[src/rtl/alu16_arbiter.sv]
// alu16_arbiter: round-robin arbiter sharing one ALU16 between two
// requesters. A four-state FSM (IDLE, ISSUE, WAIT, DONE) grants one
// requester, issues its operation, waits for completion under a 6-bit
// watchdog and returns the result with a one-cycle done pulse.
//
// Ports:
//   clk, rst          clock, synchronous active-high reset
//   req0/req1         operation requests, held until done
//   op0/op1           op select (0 ADD, 1 SUB, 2 MUL, 3 DIV, others invalid)
//   x0/y0, x1/y1      16-bit operands per requester
//   alu_s/x/y         latched op and operands towards the ALU16
//   alu_start         one-cycle start pulse to the ALU16
//   alu_finish        completion pulse from the ALU16
//   alu_res           ALU16 result {hi, lo}, valid with alu_finish
//   grant             one-hot current owner, 00 when idle
//   done0/done1       one-cycle completion pulse per requester
//   res, err          result and error of the last completed operation
//   busy              high whenever the FSM is not in IDLE
module alu16_arbiter (
  input  logic        clk,
  input  logic        rst,
  input  logic        req0,
  input  logic        req1,
  input  logic [3:0]  op0,
  input  logic [3:0]  op1,
  input  logic [15:0] x0,
  input  logic [15:0] y0,
  input  logic [15:0] x1,
  input  logic [15:0] y1,
  output logic [3:0]  alu_s,
  output logic [15:0] alu_x,
  output logic [15:0] alu_y,
  output logic        alu_start,
  input  logic        alu_finish,
  input  logic [31:0] alu_res,
  output logic [1:0]  grant,
  output logic        done0,
  output logic        done1,
  output logic [31:0] res,
  output logic        err,
  output logic        busy
);

  typedef enum logic [1:0] {
    IDLE,
    ISSUE,
    WAIT,
    DONE
  } state_t;

  state_t      state;
  logic        ptr;
  logic [5:0]  wd;

  logic        win1;
  logic [3:0]  sel_op;
  logic [15:0] sel_x;
  logic [15:0] sel_y;
  logic        sel_ok;

  // Requester 1 wins when it is the only one asking, or when both
  // ask and the pointer favours it.
  assign win1   = req1 & (~req0 | ptr);
  assign sel_op = win1 ? op1 : op0;
  assign sel_x  = win1 ? x1  : x0;
  assign sel_y  = win1 ? y1  : y0;
  assign sel_ok = (sel_op[3:2] == 2'b00);

  assign busy = (state != IDLE);

  always_ff @(posedge clk) begin
    if (rst) begin
      state     <= IDLE;
      ptr       <= 1'b0;
      wd        <= 6'd0;
      grant     <= 2'b00;
      alu_start <= 1'b0;
      alu_s     <= 4'd0;
      alu_x     <= 16'd0;
      alu_y     <= 16'd0;
      done0     <= 1'b0;
      done1     <= 1'b0;
      res       <= 32'd0;
      err       <= 1'b0;
    end else begin
      unique case (state)
        IDLE: begin
          if (req0 | req1) begin
            grant <= win1 ? 2'b10 : 2'b01;
            alu_s <= sel_op;
            alu_x <= sel_x;
            alu_y <= sel_y;
            if (sel_ok) begin
              alu_start <= 1'b1;
              state     <= ISSUE;
            end else begin
              // Invalid op never reaches the ALU; res is kept.
              err   <= 1'b1;
              done0 <= ~win1;
              done1 <= win1;
              state <= DONE;
            end
          end
        end

        ISSUE: begin
          alu_start <= 1'b0;
          wd        <= 6'd0;
          state     <= WAIT;
        end

        WAIT: begin
          // A finish in the same cycle as the timeout still wins.
          if (alu_finish) begin
            res   <= alu_res;
            err   <= 1'b0;
            done0 <= grant[0];
            done1 <= grant[1];
            state <= DONE;
          end else if (wd == 6'd63) begin
            res   <= 32'd0;
            err   <= 1'b1;
            done0 <= grant[0];
            done1 <= grant[1];
            state <= DONE;
          end else begin
            wd <= wd + 6'd1;
          end
        end

        DONE: begin
          done0 <= 1'b0;
          done1 <= 1'b0;
          // Next tie goes to the requester that was not just served.
          ptr   <= grant[0];
          grant <= 2'b00;
          state <= IDLE;
        end
      endcase
    end
  end

endmodule

[config.mk]
export PLATFORM = sky130hd
export DESIGN_NAME = alu16_arbiter
export DESIGN_NICKNAME = d
export VERILOG_FILES = /design/src/rtl/alu16_arbiter.sv
export SDC_FILE = /design/constraint.sdc
export NUM_CORES = 1
export LEC_CHECK = 0
export ABC_AREA = 1
export CELL_PAD_IN_SITES_DETAIL_PLACEMENT = 0
export CELL_PAD_IN_SITES_GLOBAL_PLACEMENT = 2
export CORE_MARGIN = 3
export CORE_UTILIZATION = 20
export CTS_BUF_LIST = sky130_fd_sc_hd__clkbuf_4 sky130_fd_sc_hd__clkbuf_8
export CTS_CLUSTER_SIZE = 12
export DETAILED_ROUTE_END_ITERATION = 7
export PLACE_DENSITY = 0.9
export SLEW_MARGIN = 10
export SYNTH_ARGS = -nofsm -noshare
export SYNTH_HDL_FRONTEND = slang
export SYNTH_SLANG_ARGS = --single-unit
[constraint.sdc]
create_clock -name clk -period 1.8 [get_ports clk]
set_input_delay 0.36 -clock clk [delete_from_list [all_inputs] [get_ports clk]]
set_output_delay 0.36 -clock clk [all_outputs]
set_load 0.005 [all_outputs]
==> reports/qor.yml, run 1 <==
global_route:
  grt_max_degree: 73
  grt_antenna_before_repair: 0
  grt_usage: 0.120
  grt_overflow: 0
  grt_pass1_wl_mm: 18.1
  grt_pass1_vias: 3745
clock_network:
  clkLatencyLatePin_ns: 0.36
  clk_pin_slew_ns: 0.08
  cts_tree: "yes"
  htreeDepth: 3
  cts_sinks: 83
  clockBufferDepth: 2
  clockRootBuffer: "clkbuf_8"
  cts_hold_buf: 0
  numCtsBuffers: 9
hold_path:
  worstHoldPathCells: 1
  worstHoldStart: "wd[0]"
  hold_class: "reg -> reg"
  whs_endpoint: "wd[0]"
placed_design:
  gp_congestion: 0.788
  placed_cell_area_mm2: 0.00562
  port_buffers: 183
  dp_hpwl_mm: 8.32
yosys:
  muxShareOfSynthArea: 0
  yosysWarnings: 0
  async_reset_ff_frac: 0
  ys_types: 29
  synth_edf_count: 0
  yosysSeqAreaShare: 0.481
  syn_area_per_cell_um2: 7.27
  yosys-top-cells-area: "dfxtp_1 (48%), nand2_1 (23%), a21oi_1 (6.4%), a31oi_1 (6.2%), inv_1 (3.3%)"
  synth-xor-area-share: 0.00254
  synth.cell_area_mm2: 0.00345
  synth_seq_cells: 83
  synth_compound_area_frac: 0.155
  syn_nets: 590
  netlist_instances: 475
  yosysTopAreaCell: "dfxtp_1"
  synth_top_area_share: 0.481
  synthAdderAreaFrac: 0.0217
  ys.flop_type: "dfxtp_1"
  synth_simple_gate_area_frac: 0.269
  synth_top_family_by_area: "simple AND/OR/NAND/NOR gates"
floorplanning:
  die_h_um: 137
  rows: 47
  dieArea_mm2: 0.0189
  die_w_um: 137
  core_mm2: 0.0168
  pin_count: 184
  start_util: 0.206
pwr:
  p_per_area_mw_per_mm2: 1130
  finalPower_mw: 6.54
  vdd_drop_max_mv: 0.407
  p_leak_nw: 2.17
outcome:
  status: "finished clean"
timing:
  slew_violations: 0
  slew_headroom: 0.757
  min_period_ns: 1.66
  finalSetupViolCount: 0
  clock_skew_ns: 0.0127
  finalHoldViolations: 0
  worst_pin_slew_ns: 0.365
  period_share: 0.924
  rsz0062_at_grt: "false"
  timing.fmax_mhz: 601
layout:
  fin_nets: 777
  fin_util: 0.347
  fillers: 1736
  area_growth_pct: 68.4
  num_antenna_cells: 0
  drive_gt1_frac: 0.0781
  final_cell_area_mm2: 0.00581
setup_path:
  path_max_fanout: 4
  ff2ff_path_depth: 9
  worst_setup_path_start_kind: "flip-flop"
  rr_endpoint: "res[26]"
  crit_chain: "clkdlybuf4s50_1"
  crit_family: "buffers and inverters"
  crit_path_end_kind: "output port"
  arrival_ns: 1.30
  critPathMaxStageDelay_ns: 0.53
  worst-path-buf-inv: 1
  r2r-start: "wd[1]"
  required_ns: 1.44
  r2r_slack_ns: 0.24
  cp.depth: 1
  slowest_stage: "clkdlybuf4s50_1"
  critPathKind: "reg -> out"
route:
  drc: 0
  vias_per_cell: 4.19
  antenna_left: 0
  num_vias: 3708
  drt-wirelength-per-cell_um: 12.9
  drt_iter0_drc: 141
  drt_pass1_iterations: 4
  routed_wirelength_mm: 11.4
run:
  max_cap_viol_count: 0
[cell usage in the layout (no fill, tap or decap), drive strengths merged]
master,netlist,layout
a21oi,45,45
a22oi,1,1
a31oi,34,34
and2,1,1
buf,17,20
clkbuf,9,9
clkdlybuf4s50,0,181
clkinv,0,6
dfxtp,83,83
dlygate4sd2,0,1
ha,6,6
inv,32,32
nand2,211,211
nand3,7,7
nand3b,1,1
nand4,3,3
nor2,9,9
nor3,2,2
o211ai,2,2
o21ai,9,9
o22ai,1,1
or2,1,1
xnor2,1,1
[where the power goes]
group	internal, mW	switching, mW	leakage (nW)
logic	1.50	1.42	1.40
registers	2.23	0.222	0.679
clock network	0.484	0.691	0.0884
[worst max path at each step]
stage	startpoint	to	slack, ns
global route	wd[1]	done1	0.05
floorplan	state[1]	alu_x[0]	0.38
detailed placement	req1	alu_y[8]	-0.07
finish	grant[0]	grant[0]	0.14
CTS	grant[1]	grant[1]	0.08
global placement	req1	alu_x[3]	0.02
[layer usage]
layer,GRT usage,routed length [µm]
met5,0,0
met4,0.0399,111
met3,0.0570,1280
met2,0.190,5090
met1,0.144,4910
[area by class of cell]
class	instances	area, µm²	share of cell area
clock buffers	9	124	0.0213
flip-flops and latches	83	1670	0.287
well taps	220	275	0.0474
repair buffers	202	2030	0.349
inverters	32	120	0.0207
clock inverters	6	33.8	0.00581
multi-input cells	334	1560	0.269
[registers in the layout (all words and copies together), names as in the netlist, 2 cells and up]
name   count
grant      2
alu_y     16
alu_s      4
res       32
state      2
wd         6
alu_x     16
[what timing repair did]
action,CTS,global route
setup endpoints to repair,1,3
gates resized for setup,7,2
cloned,0,0
setup buffers,2,0
[cells in the mapped netlist (2+ instances only)]
library cell	number
a31oi_1	34
o211ai_1	2
buf_2	11
nand2_1	208
o21ai_0	7
nand4_1	3
clkbuf_1	9
nor2_1	8
nand3_1	6
dfxtp_1	83
inv_1	30
a21oi_1	44
nand2_2	3
inv_2	2
buf_4	3
nor3_1	2
buf_1	3
ha_1	6
[cells by family after synthesis]
family | after synthesis
AND/OR/NAND/NOR | 235
AO/OA/AOI/OAI | 92
flip-flops | 83
buffers and inverters | 58
adder cells (fa/ha/maj) | 6
XOR/XNOR | 1
[stage by stage]
| step | TNS (ns) | std cells | setup WS [ns] | hold WS (ns) |
|---|---|---|---|---|
| final | 0 | 886 | 0.137 | 0.441 |
| after global routing | 0 | 886 | 0.0462 | 0.470 |
| after CTS | 0 | 886 | 0.0820 | 0.465 |
| after detailed placement | -0.768 | 869 | -0.0737 | 0.453 |
| after global placement | 0 | 869 | 0.0173 | 0.451 |
| after floorplan | 0 | 475 | 0.384 | 0.438 |
(Power assumes the default switching activity.)
==> run 2: changes to the inputs <==
- CORE_UTILIZATION: 20 -> 30
- DONT_BUFFER_PORTS: not set -> 1
- PLACE_DENSITY: 0.9 -> not set
- PLACE_DENSITY_LB_ADDON: not set -> 0.1
- clock period: 1.8 -> 1.5 ns (I/O delays scaled with it)
==> reports/qor.yml, run 2 (synthesis results as in run 1) <==
placed_design:
  port_buffers: 0  # was 183
  placed_cells: 612  # was 869
  dp_slack_ns: -0.00320  # was -0.0737 ns
  dp_hpwl_mm: 7.09  # was 8.32 mm
  gp_congestion: 0.751  # was 0.788
clock_network:
  htreeDepth: 3  # unchanged
  clk_pin_slew_ns: 0.08  # about the same
  cts_tree: "yes"  # unchanged
  numCtsBuffers: 9  # unchanged
  cts_sinks: 83  # unchanged
  clockRootBuffer: "clkbuf_8"  # unchanged
  clockBufferDepth: 2  # unchanged
  clkLatencyLatePin_ns: 0.36  # about the same
layout:
  top_regs: "res x32, alu_x x16, alu_y x16"  # unchanged
  num_antenna_cells: 0  # unchanged
  mostFrequentLayoutCell: "nand2_1"  # unchanged
  layout_common_cells: "nand2_1 (203), dfxtp_1 (80), a21oi_1 (44), a31oi_1 (34), inv_1 (29)"  # was nand2_1 (207), clkdlybuf4s50_1 (181), dfxtp_1 (80), a21oi_1 (44), a31oi_1 (34)
  finalNonFillerCells: 629  # was 886
  largest_reg_flops: 32  # unchanged
  top_register: "res"  # unchanged
  fin_nets: 602  # was 777
  drive_gt1_frac: 0.131  # was 0.0781
  area_growth_pct: 17.9  # was 68.4%
route:
  wl_met3_um: 975  # was 1.28 mm
  num_vias: 3092  # was 3708
  top_layer_used: "met4"  # unchanged
  drt_pass1_iterations: 4  # unchanged
  wl_met1_mm: 4.35  # was 4.91 mm
  vias_per_cell: 4.92  # was 4.19
  antenna_left: 0  # unchanged
  routed_wirelength_mm: 10.3  # was 11.4 mm
  dr_wl_met2_mm: 4.88  # was 5.09 mm
  drt_iter0_drc: 143  # was 141
  drc: 0  # unchanged
  drt-wirelength-per-cell_um: 16.4  # was 12.9 µm
timing:
  slew_violations: 0  # unchanged
  timing.final.ws_setup_ns: 0.0251  # was 0.137 ns
  worst_pin_slew_ns: 0.830  # was 0.365 ns
  clock_skew_ns: 0.00697  # was 0.0127 ns
  rsz0062_at_grt: "true"  # was false
  slew_headroom: 0.445  # was 0.757
  finalSetupViolCount: 0  # unchanged
  timing.fmax_mhz: 678
  finalHoldViolations: 0  # unchanged
  min_period_ns: 1.47
  period_share: 0.983
pwr:
  p_leak_nw: 1.56  # was 2.17 nW
  p_per_area_mw_per_mm2: 1830  # was 1130 mW/mm²
  vdd_drop_max_mv: 0.785  # was 0.407 mV
hold_path:
  hold_class: "in -> reg"  # was reg -> reg
  worstHoldPathCells: 2  # was 1
  whs_endpoint: "res[16]"  # was wd[0]
  worstHoldStart: "alu_res[16]"  # was wd[0]
setup_path:
  ff2ff_path_depth: 9  # unchanged
  path_max_fanout: 4  # unchanged
  worst_setup_path_start_kind: "flip-flop"  # unchanged
  r2r_slack_ns: 0.08  # was 0.24 ns
  arrival_ns: 1.17  # was 1.30 ns
  required_ns: 1.20  # was 1.44 ns
  crit_path_end_kind: "output port"  # unchanged
  r2r-start: "wd[1]"  # unchanged
  critPathKind: "reg -> out"  # unchanged
  rr_endpoint: "res[0]"  # was res[26]
global_route:
  grt_overflow: 0  # unchanged
  grt_pass1_vias: 3027  # was 3745
  grt_usage: 0.154  # was 0.120
  grt_pass1_wl_mm: 15.5  # was 18.1 mm
  grt_antenna_before_repair: 0  # unchanged
  grt_max_degree: 74  # was 73
floorplanning:
  start_util: 0.313  # was 0.206
  core_mm2: 0.0110  # was 0.0168 mm²
  dieArea_mm2: 0.0128  # was 0.0189 mm²
  die_w_um: 113  # was 137 µm
  pin_count: 184  # unchanged
  die_h_um: 113  # was 137 µm
  rows: 38  # was 47
run:
  max_cap_viol_count: 0  # unchanged
outcome:
  status: "finished clean"  # unchanged
==> run 2: cell types whose count changed in the layout (fill, tap and decap cells not counted), sizes merged <==
cell,change
dlygate4sd3,+1
dlygate4sd2,-1
clkbuf,+2
buf,+5
clkinv,-5
clkdlybuf4s50,-181
bufinv,+2
==> run 2: critical path: stages, from the launching register on <==
cell and delay [ns]:
dfxtp_1 0.32, inv_1 0.11, ha_4 0.18, inv_2 0.05, buf_4 0.15
==> run 2: power by group <==
part	leakage, nW	internal, mW	switching (mW)
sequential	0.680	2.67	0.385
combinational	0.778	1.13	1.52
clock	0.104	0.954	0.809
==> run 2: worst max path at each step <==
stage,from,endpoint,depth (start not counted)
after floorplan,state[1],alu_x[0],7
after global placement,wd[0],done0,11
after detailed placement,state[0],alu_y[5],7
after CTS,state[0],busy,4
after global routing,state[0],wd[4],8
final,state[1],busy,4
==> run 2: what timing repair did <==
action / CTS / global route
pin swaps: 1 / 1
gates resized for setup: 6 / 14
setup buffers: 0 / 1
endpoints found under the setup margin: 6 / 43
endpoints found under the hold margin: 70 / 54
cloned: 0 / 1
==> run 2: metrics by stage <==
stage                      TNS, ns  power (mW)  cell area, µm²  utilization  hold WS, ns
after global placement           0        5.56            3740        0.339        0.377
after floorplan                  0        4.63            3450            -        0.438
after global routing        -0.112        8.04            4070        0.369       0.0400
after CTS                        0        7.44            3960        0.359      -0.0350
after detailed placement  -0.00320        5.57            3740        0.339        0.379
final                            0        7.47            4070        0.369       0.0718
==> run 2: per-layer routing <==
layer  GRT usage  vias up
li1            -     1551
met1       0.180     1402
met2       0.250      131
met3      0.0781        8
met4      0.0409        0
met5           0        -
==> run 2: area by class of cell <==
cell class,count,area [µm²]
Tap cell,140,175
Timing Repair Buffer,27,305
Fill cell,1178,6960
Clock buffer,10,138
Multi-Input combinational cell,334,1600
Inverter,32,123
Sequential cell,83,1670
Clock inverter,3,65.1
==> RTL edit 1: new RTL, config.mk and constraints of run 1 <==
Make the reset (`rst`) asynchronous in one clocked block. Comments in the files are not updated.
--- a/src/rtl/alu16_arbiter.sv
+++ b/src/rtl/alu16_arbiter.sv
@@ -69,5 +69,5 @@
   assign busy = (state != IDLE);
 
-  always_ff @(posedge clk) begin
+  always_ff @(posedge clk or posedge rst) begin
     if (rst) begin
       state     <= IDLE;
Behaviour: differs if rst is asserted again (counterexample within 4 cycles, from zero or initial values and one cycle with rst high); with rst held inactive, the same outputs for 10 cycles.
==> RTL edit 1 against run 1 <==
Final cell count rose by 1.4%; sequential cell count did not move; setup slack got worse by 0.026 ns; area after synthesis grew 13%; worst hold slack got worse by 0.016 ns; largest power group unchanged; largest cell class unchanged; via count decreased by 2.5%; power up 39%; design area rose by 9.7%; register-to-register slack got worse by 0.03 ns; sequential share of layout area is 3.9 points higher; routed wire length grew 11%.
==> RTL edit 1: results <==
group,metric,value,unit
drt,drt_iter0_drc,152,
setup_path,worst_ep_arrival_time,1.33,ns
placement,place_inst,881,
placement,dpl.hpwl,9280,um
drt,route.detailed.wl_per_inst,14.0,um
cells_and_area,utilization,33.6,%
sta,max-slew-margin-rel,75.9,%
pwr,switching_power,3.22,mW
synth,syn_avg_cell_area,8.86,sq um
drt,wirelength_met1,5390,um
pwr,irDropWorstVdd,0.366,mV
cells_and_area,final_layout_size_suffix_gt1_share,8.93,%
cells_and_area,seq_share,32.6,%
run_status,status,"finished clean",
synth,synthArstFlopShare,100,%
worst_hold_path,min_path_type,"in2async",
setup_path,max_stage_delay,0.38,ns
cells_and_area,fillers,1945,
synth,seq_area_frac_synth,53.2,%
synth,syn-num-nets,556,
global_routing,grt_max_degree,60,
drt,route.met2.wl,6400,um
setup_path,crit_fanout,3,
drt,vias,3614,
synth,synth.distinct_cells,31,
cells_and_area,multi_input_cells,277,
cells_and_area,multi_input_area_share,23.0,%
cells_and_area,fin_nets,748,
setup_path,slowest_stage,"dfrtp_1",
synth,synthTopCellsByArea,"dfrtp_1, nor2_1, o31ai_1",
synth,synthTopCellsByCount,"dfrtp_1, nor2_1, nand2_1",
## RTL edit 1: cell count changes after synthesis, moves of 24 or more
cell and change:
a21oi_1 -44, a31oi_1 -34, dfrtp_1 +83, dfxtp_1 -83
inv_1 +24, nand2_1 -149, nand3_1 +35, nor2_1 +57
o21ai_0 +30, o31ai_1 +32
## RTL edit 1: path summary, 6_finish.rpt
check	startpoint	end	depth (start not counted)
max in group asynchronous	rst	res[15]	3
min in group clk	done0	done0	2
setup reg to reg	state[0]	res[0]	7
hold reg to reg	done0	done0	2
hold / removal	rst	alu_x[11]	3
setup / recovery	state[0]	busy	4
## RTL edit 1: power groups by stage
stage	clock network (mW)	logic (mW)	registers, mW
after floorplan	0	1.93	3.28
after global placement	0	4.63	3.24
after detailed placement	0	4.66	3.25
after CTS	1.36	4.69	3.21
after global routing	1.43	5.10	3.32
final	1.29	4.61	3.20
## RTL edit 1: logic make-up (layout without fill, tap and decap cells)
group	Yosys count	count (layout)	share of synthesized area (%)
adders and majority gates	6	6	1.92
buffers and inverters	81	278	9.51
xor gates and xnor gates	4	4	0.897
AOI/OAI and AO/OA	88	88	14.4
DFF	83	83	53.2
muxes	1	1	0.256
and+or+nand+nor	178	178	19.9
## RTL edit 1: critical path, delay by kind of cell, from the launching register on
kind,cells,cell delay [ns]
flip-flops,1,0.38
buffers and inverters,3,0.37
adder cells (fa/ha/maj),1,0.22
## RTL edit 1: layer usage
layer,track usage [%],up-vias
met1,15.1,1702
met5,0,-
li1,-,1821
met2,19.8,76
met3,2.09,15
met4,5.03,0
## RTL edit 1: what timing repair did
item | CTS | global route
hold buffers | 0 | 0
setup buffers | 0 | 1
gates resized for setup | 3 | 2
setup endpoints to repair | 1 | 17
==> RTL edit 2: new RTL, flow settings as in run 1 <==
Made on the original files. The 4 states of `state_t` get a one-hot encoding in 4 bits.
--- a/src/rtl/alu16_arbiter.sv
+++ b/src/rtl/alu16_arbiter.sv
@@ -42,9 +42,9 @@
 );
 
-  typedef enum logic [1:0] {
-    IDLE,
-    ISSUE,
-    WAIT,
-    DONE
+  typedef enum logic [3:0] {
+    IDLE  = 4'b0001,
+    ISSUE = 4'b0010,
+    WAIT  = 4'b0100,
+    DONE  = 4'b1000
   } state_t;
 
Behaviour: no difference found for any inputs over 10 cycles, from zero or initial values and one cycle with rst high; not proved beyond that.
==> RTL edit 2 against run 1 <==
First-iteration DRC count increased by 23%; largest cell class unchanged; global-route usage increased by 0.21 points; routed wire length increased by 7.3%; sequential share of layout area decreased by 0.96 points; setup slack improved by 0.015 ns; design area increased by 5.9%; sequential cell count increased by 2; core utilization decreased by 0.65 points; worst hold slack got worse by 0.17 ns; area after synthesis increased by 7.3%.
Power is not compared: it rests on default switching activity, and its combinational part moved more than twofold at a synthesized area within 25%.
==> RTL edit 2: results <==
group,metric,value,unit
worst_hold_path,min_path_type,"in2reg",
run_status,status,"finished clean",
global_routing,grt_usage,12.2,%
cells_and_area,fin_nets,766,
synth,synthTopCellsByCount,"nand2_1, dfxtp_1, o21ai_1",
pwr,irDropWorstVdd,0.312,mV
drt,drt_iter0_drc,173,
placement,dpl.hpwl,8970,um
drt,drt_pass1_iterations,6,
synth,synth-compound-area-share,21.0,%
cells_and_area,fillers,1872,
sta,max-slew-margin-rel,74.9,%
synth,synth-xor-area-share,0,%
synth,post_synth_fa_ha_maj_area_fraction,0.338,%
synth,syn-num-nets,578,
worst_hold_path,holdPathStages,2,
setup_path,reg2reg_depth,11,
setup_path,rr_startpoint,"wd[0]",
cells_and_area,final_layout_size_suffix_gt1_share,17.9,%
setup_path,path_depth,1,
global_routing,grt_pass1_vias,3748,
global_routing,grt_max_degree,44,
worst_hold_path,min_from,"rst",
synth,synthTopCellsByArea,"dfxtp_1, nand2_1, a21oi_2",
placement,gp_congestion,0.771,
synth,yosysWarnings,0,
sta,finalClockSkew,0.0139,ns
sta,setup_tns,0,ns
drt,route.detailed.wl_per_inst,13.7,um
drt,avgViaCountPerCell,4.16,
synth,synth.distinct_cells,26,
global_routing,grt_first_pass_wirelength,19800,um
synth,syn-instance-count,468,
synth,seq_area_frac_synth,45.9,%
clocking,numCtsBuffers,9,
global_routing,antenna_found_initial,2,
pwr,switching_power,1.28,mW
-- RTL edit 2: cell count changes after synthesis, moves of 11 or more --
cell	delta
a21oi_1	-26
o21ai_1	+34
inv_1	-11
a21oi_2	+30
nand2_2	+30
nand2_1	-75
-- RTL edit 2: timing repair --
item	CTS	global route
buffers inserted	1	0
endpoints found under the setup margin	1	1
resized for setup	2	2
pin swaps	2	1
-- RTL edit 2: worst paths after layout --
path	end	slack, ns
max	grant[0]	0.15
min	res[2]	0.27
max reg2reg	done1	0.30
min reg2reg	alu_start	0.45
-- RTL edit 2: metrics by stage --
| stage | instances | instance area [sq um] | setup slack [ns] | power (mW) | hold slack (ns) |
|---|---|---|---|---|---|
| finish | 890 | 6150 | 0.152 | 4.74 | 0.273 |
| global route | 890 | 6150 | 0.0451 | 5.01 | 0.252 |
| CTS | 890 | 6150 | 0.0100 | 4.83 | 0.258 |
| detailed placement | 873 | 5900 | -0.00171 | 3.19 | 0.444 |
| global placement | 873 | 5900 | 0.0228 | 3.19 | 0.436 |
| floorplan | 468 | 3700 | 0.434 | 2.52 | 0.429 |
-- RTL edit 2: power groups by stage --
stage | Sequential [mW] | Combinational [mW] | Clock (mW)
after floorplan | 2.14 | 0.388 | 0
after global placement | 2.13 | 1.07 | 0
after detailed placement | 2.13 | 1.06 | 0
after CTS | 2.09 | 1.07 | 1.67
after global routing | 2.11 | 1.16 | 1.73
final | 2.09 | 1.05 | 1.60
-- RTL edit 2: cell families after synthesis --
group / Yosys count
simple gates: 204
buf+inv: 54
fa+ha+maj: 1
flops: 85
compound gates: 124
-- RTL edit 2: worst reg2reg max path, stage by stage (launching register included) --
cell and delay (ns):
dfxtp_1 0.37, ha_1 0.18, nand2_1 0.07, nor2_1 0.17, nand2_1 0.11, nand3_2 0.11
nand2_1 0.10, inv_2 0.07, nand3_2 0.08, nand2_1 0.07, nand2_1 0.04, nor2_1 0.08
-- RTL edit 2: metal layers --
| layer | track usage (%) | vias up | wire length, um |
|---|---|---|---|
| met5 | 0 | - | 31 |
| li1 | - | 1927 | - |
| met4 | 6.06 | 4 | 359 |
| met1 | 15.0 | 1673 | 5320 |
| met3 | 2.82 | 23 | 582 |
| met2 | 20.1 | 79 | 5940 |
-- RTL edit 2: final cells by class --
class	count	area [sq um]	area share, %
timing repair buffer	206	2090	34.0
tap	229	287	4.66
multi-input combinational	329	1750	28.4
inverter	25	96.3	1.57
sequential	85	1700	27.7
clock buffer	10	138	2.24
clock inverter	6	93.8	1.53
